$ cat src/rtl/receive.sv
// ============================================================================
// Module   : receive
// Purpose  : 8N1 UART receiver with strobe/ready byte handshake and
//            framing/overrun error pulse.
// Revision : 1.0 - initial release
// ============================================================================
`default_nettype none

module receive #(
    parameter int BAUDRATE  = 9600,
    parameter int FREQUENCY = 50000000
) (
    input  logic       clk,
    input  logic       rst,
    input  logic       rxd,
    output logic       stb,
    output logic [7:0] dat,
    input  logic       rdy,
    output logic       err
);

    localparam int c_DIV  = FREQUENCY / BAUDRATE;
    localparam int c_HALF = c_DIV / 2;
    localparam int c_CW   = $clog2(c_DIV);

    localparam logic [c_CW-1:0] c_DIV_M1  = c_CW'(c_DIV - 1);
    localparam logic [c_CW-1:0] c_HALF_M1 = c_CW'(c_HALF - 1);

    localparam logic [1:0] c_IDLE  = 2'd0;
    localparam logic [1:0] c_START = 2'd1;
    localparam logic [1:0] c_DATA  = 2'd2;
    localparam logic [1:0] c_STOP  = 2'd3;

    logic            r_sync1;
    logic            r_sync2;
    logic            r_prev;
    logic [1:0]      r_state;
    logic [c_CW-1:0] r_cnt;
    logic [2:0]      r_idx;
    logic [7:0]      r_shift;
    logic            r_stb;
    logic [7:0]      r_dat;
    logic            r_err;

    logic w_rxs;
    logic w_tick;

    assign w_rxs  = r_sync2;
    assign w_tick = (r_cnt == '0);

    assign stb = r_stb;
    assign dat = r_dat;
    assign err = r_err;

    always_ff @(posedge clk) begin
        if (rst) begin
            r_sync1 <= 1'b1;
            r_sync2 <= 1'b1;
            r_prev  <= 1'b1;
            r_state <= c_IDLE;
            r_cnt   <= '0;
            r_idx   <= 3'd0;
            r_shift <= 8'd0;
            r_stb   <= 1'b0;
            r_dat   <= 8'd0;
            r_err   <= 1'b0;
        end else begin
            r_sync1 <= rxd;
            r_sync2 <= r_sync1;
            r_prev  <= r_sync2;
            r_err   <= 1'b0;

            if (r_stb && rdy)
                r_stb <= 1'b0;

            case (r_state)
                c_IDLE: begin
                    // Only a genuine 1->0 transition arms the receiver, so a held break is ignored.
                    if (r_prev && !w_rxs) begin
                        r_cnt   <= c_HALF_M1;
                        r_state <= c_START;
                    end
                end
                c_START: begin
                    if (!w_tick) begin
                        r_cnt <= r_cnt - 1'b1;
                    end else if (w_rxs) begin
                        r_state <= c_IDLE;
                    end else begin
                        r_cnt   <= c_DIV_M1;
                        r_idx   <= 3'd0;
                        r_state <= c_DATA;
                    end
                end
                c_DATA: begin
                    if (!w_tick) begin
                        r_cnt <= r_cnt - 1'b1;
                    end else begin
                        r_shift <= {w_rxs, r_shift[7:1]};
                        r_cnt   <= c_DIV_M1;
                        r_idx   <= r_idx + 3'd1;
                        if (r_idx == 3'd7)
                            r_state <= c_STOP;
                    end
                end
                default: begin
                    if (!w_tick) begin
                        r_cnt <= r_cnt - 1'b1;
                    end else begin
                        // Leaving at mid-stop-bit lets an immediately following start bit be caught.
                        r_state <= c_IDLE;
                        if (w_rxs && (!r_stb || rdy)) begin
                            r_dat <= r_shift;
                            r_stb <= 1'b1;
                        end else begin
                            r_err <= 1'b1;
                        end
                    end
                end
            endcase
        end
    end

endmodule

`default_nettype wire

$ cat config.mk
export PLATFORM = sky130hd
export DESIGN_NAME = receive
export DESIGN_NICKNAME = d
export VERILOG_FILES = /design/src/rtl/receive.sv
export SDC_FILE = /design/constraint.sdc
export NUM_CORES = 1
export LEC_CHECK = 0
export ABC_AREA = 1
export ABC_CLOCK_PERIOD_IN_PS = 3400
export CORE_ASPECT_RATIO = 0.75
export CORE_UTILIZATION = 62
export CTS_CLUSTER_SIZE = 16
export DETAILED_ROUTE_END_ITERATION = 16
export PLACE_DENSITY = 0.87
export SETUP_SLACK_MARGIN = 0.4
export SLEW_MARGIN = 20
export SYNTH_ARGS = -nofsm -noshare
export SYNTH_HDL_FRONTEND = slang
export SYNTH_SLANG_ARGS = --single-unit
$ cat constraint.sdc
create_clock -name clk -period 3.4 [get_ports clk]
set_clock_uncertainty 0.1 [all_clocks]
set_input_delay 0.34 -clock clk [delete_from_list [all_inputs] [get_ports clk]]
set_output_delay 0.34 -clock clk [all_outputs]
set_load 0.01 [all_outputs]
==> flow_metrics.tcl <==
set metrics [dict create \
    status "finished clean" \
    cts.sink_count 39 \
    pwr-share-clk 0.222 \
    post-cts-setup-buffers 0 \
    max_freq_mhz 490 \
    ys_ff_latch 39 \
    path_max_fanout 11 \
    yosysMostFrequentCell "nand2_1" \
    port_buffers 13 \
    yosys_warnings 0 \
    detail_route.wl_per_cell_um 11.7 \
    htreeDepth 2 \
    p_leak_nw 0.963 \
    slew_headroom 0.582 \
    p_switching_w 0.000768 \
    place_inst 331 \
    worstHoldEndpoint "dat[5]" \
    routabilityCongestion 0.800 \
    endpoint_kind "flip-flop" \
    track_usage 0.266 \
    vias 1792 \
    holdBufCountCts 0 \
    tns_ns 0 \
    r2r_start "r_state[0]" \
    grt_pass1_wl_um 6710 \
    vias_per_cell 5.29 \
    antenna_found_initial 0 \
    dieHeight_um 51.2 \
    hp-start "dat[5]" \
    clockBufferDepth 2 \
    synth_top_cell_area_share 0.390 \
    drtAntennaViolNets 0 \
    grt_pass1_vias 1571 \
    stdcell_count 339 \
    clk_transition_reported_paths_ns 0.08 \
    seqPwrFrac 0.319 \
    cts_tree "built" \
    cts_root_buffer "clkbuf_8" \
    syn_area_per_cell_um2 7.00 \
    synth.net_count 297 \
    final_nets 311 \
    grt_max_degree 26 \
    initial_core_util 0.668 \
    syn_area_um2 2000 \
    sw_frac_of_total 0.436 \
    cts_repair_resize_count 0 \
    n_antenna_cell 0 \
    drv_cap 0 \
    ir_drop_mv 0.576 \
    tightest_slew_ns 0.626 \
    postRouteWirelength_um 3970 \
    drt_iter0_drc 117 \
    synthTopCellsByArea "dfxtp_1 (39%), nand2_1 (10%), nor2_1 (8.1%), inv_1 (7.5%), a21oi_1 (5.7%)" \
    required_ns 3.53 \
    r2r-end "r_cnt[3]" \
    path_class "flip-flop to flip-flop" \
    die_w_um 67.6 \
    busiest_layer "met2" \
    worstSetupStartpointType "flip-flop" \
    rsz0062_at_grt "no" \
    clock_latency_ns 0.30 \
    grt_overflow_total 0 \
    use_met1 0.342 \
    yosys-top-cells-count "nand2_1 (56), nor2_1 (43), inv_1 (40), dfxtp_1 (39)" \
    hold_violations 0 \
    yosys.area.top_type "dfxtp_1" \
    setup_viol 0 \
    yosysSeqAreaShare 0.390 \
    pin_count 14 \
    critPathLaunch "r_state[0]" \
    rrSetupSlack_ns 1.36 \
    core_um2 3000 \
    use_met2 0.417 \
    period_needed_ns 2.04 \
    synth_edf_count 0 \
    async_reset_ff_frac 0 \
    p_comb_frac 0.459 \
    grtUsageMet3 0.0826 \
    synth_flop_cell "dfxtp_1" \
    slew_violations 0 \
    cp_data_arrival_time_ns 2.17 \
    min_period_over_period 0.600 \
    power_density_nw_per_um2 780 \
    internal_power_w 0.000992 \
    hold_ws_ns 0.346 \
    worst_hold_path_type "flip-flop to flip-flop" \
    yosysUniqueCellTypes 29 \
    drc 0 \
    die_area_um2 3460 \
    min_path_cells 2 \
    first_pass_iters 4 \
    cts_made_buffers 5 \
    hpwlAfterDp_um 2800 \
    reg2reg_depth 11 \
    layout-drive-gt1-share 0.0831 \
    postSynthCellCount 286 \
    areaGrowthSynthToFinish_pct 12.7 \
    rows 17 \
]
==> power by group through the flow <==
stage               sequential, W  clock, W  combinational, W
global route             0.000569  0.000408          0.000928
CTS                      0.000559  0.000392          0.000803
finish                   0.000561  0.000391          0.000808
global placement         0.000568         0          0.000785
detailed placement       0.000569         0          0.000800
floorplan                0.000557         0          0.000684
==> critical path, stage by stage, from the launching register on <==
cell and delay [ns]:
dfxtp_1 0.38, inv_1 0.09, ha_1 0.29, nor2_1 0.16
nor2_1 0.05, nor2_1 0.16, nand3_4 0.14, nand2_4 0.14
inv_2 0.13, nand2_1 0.17, nor2_1 0.07, nor2_1 0.08
==> state kept, by name (all words and copies together) (netlist names) <==
name and cells:
r_cnt 13, dat 8, r_shift 8, r_idx 3
r_state 2, err 1, r_prev 1, r_sync1 1
r_sync2 1, stb 1
==> cells in the final DEF (no fill, tap or decap), types with 2 or more instances in the layout <==
master,Yosys,final
a21oi_1,23,23
clkbuf_8,0,5
clkdlybuf4s50_1,0,13
dfxtp_1,39,39
ha_1,7,7
inv_1,40,40
nand2_1,56,56
nand2_2,3,3
nand3_1,12,12
nand4_1,7,7
nor2_1,43,43
nor2_2,4,4
nor2_8,2,2
o21ai_0,23,23
o21ai_1,4,4
o21bai_1,2,2
or2_2,3,3
xor2_1,3,3
==> final cells by class <==
class	count	area [um2]
Clock inverter	3	43.8
Fill cell	242	742
Inverter	41	154
Clock buffer	5	68.8
Multi-Input combinational cell	200	1030
Sequential cell	39	781
Timing Repair Buffer	13	130
Tap cell	38	47.5
==> metal layers <==
metal,up-vias,part of all wire
met2,47,0.45
met1,800,0.48
met4,0,0.012
met3,8,0.065
li1,937,-
met5,-,0
==> cell families (layout without fill, tap and decap cells) <==
group	count (synthesis)	after routing	synth area share
flops	39	39	0.390
fa+ha+maj	7	7	0.0437
xor+xnor	3	3	0.0131
buf+inv	47	62	0.0949
compound gates	53	53	0.137
simple gates	137	137	0.322
==> worst max path at each step <==
| stage | endpoint | slack [ns] | cells past startpoint |
|---|---|---|---|
| 2_1_floorplan | r_cnt[5] | 1.63 | 11 |
| 3_3_place_gp | r_shift[5] | 1.27 | 4 |
| 3_5_place_dp | r_shift[7] | 1.25 | 4 |
| 4_1_cts | r_cnt[3] | 1.38 | 11 |
| 5_1_grt | r_cnt[3] | 1.15 | 11 |
| 6_report | r_cnt[3] | 1.36 | 11 |
==> metrics by stage <==
stage / power, W / setup WS, ns / util / area [um2]
6_report: 0.00176 / 1.36 / 0.753 / 2260
5_1_grt: 0.00191 / 1.15 / 0.753 / 2260
4_1_cts: 0.00175 / 1.38 / 0.753 / 2260
3_5_place_dp: 0.00137 / 1.25 / 0.715 / 2140
3_3_place_gp: 0.00135 / 1.27 / 0.715 / 2140
2_1_floorplan: 0.00124 / 1.63 / - / 2000
(Power assumes the default switching activity.)
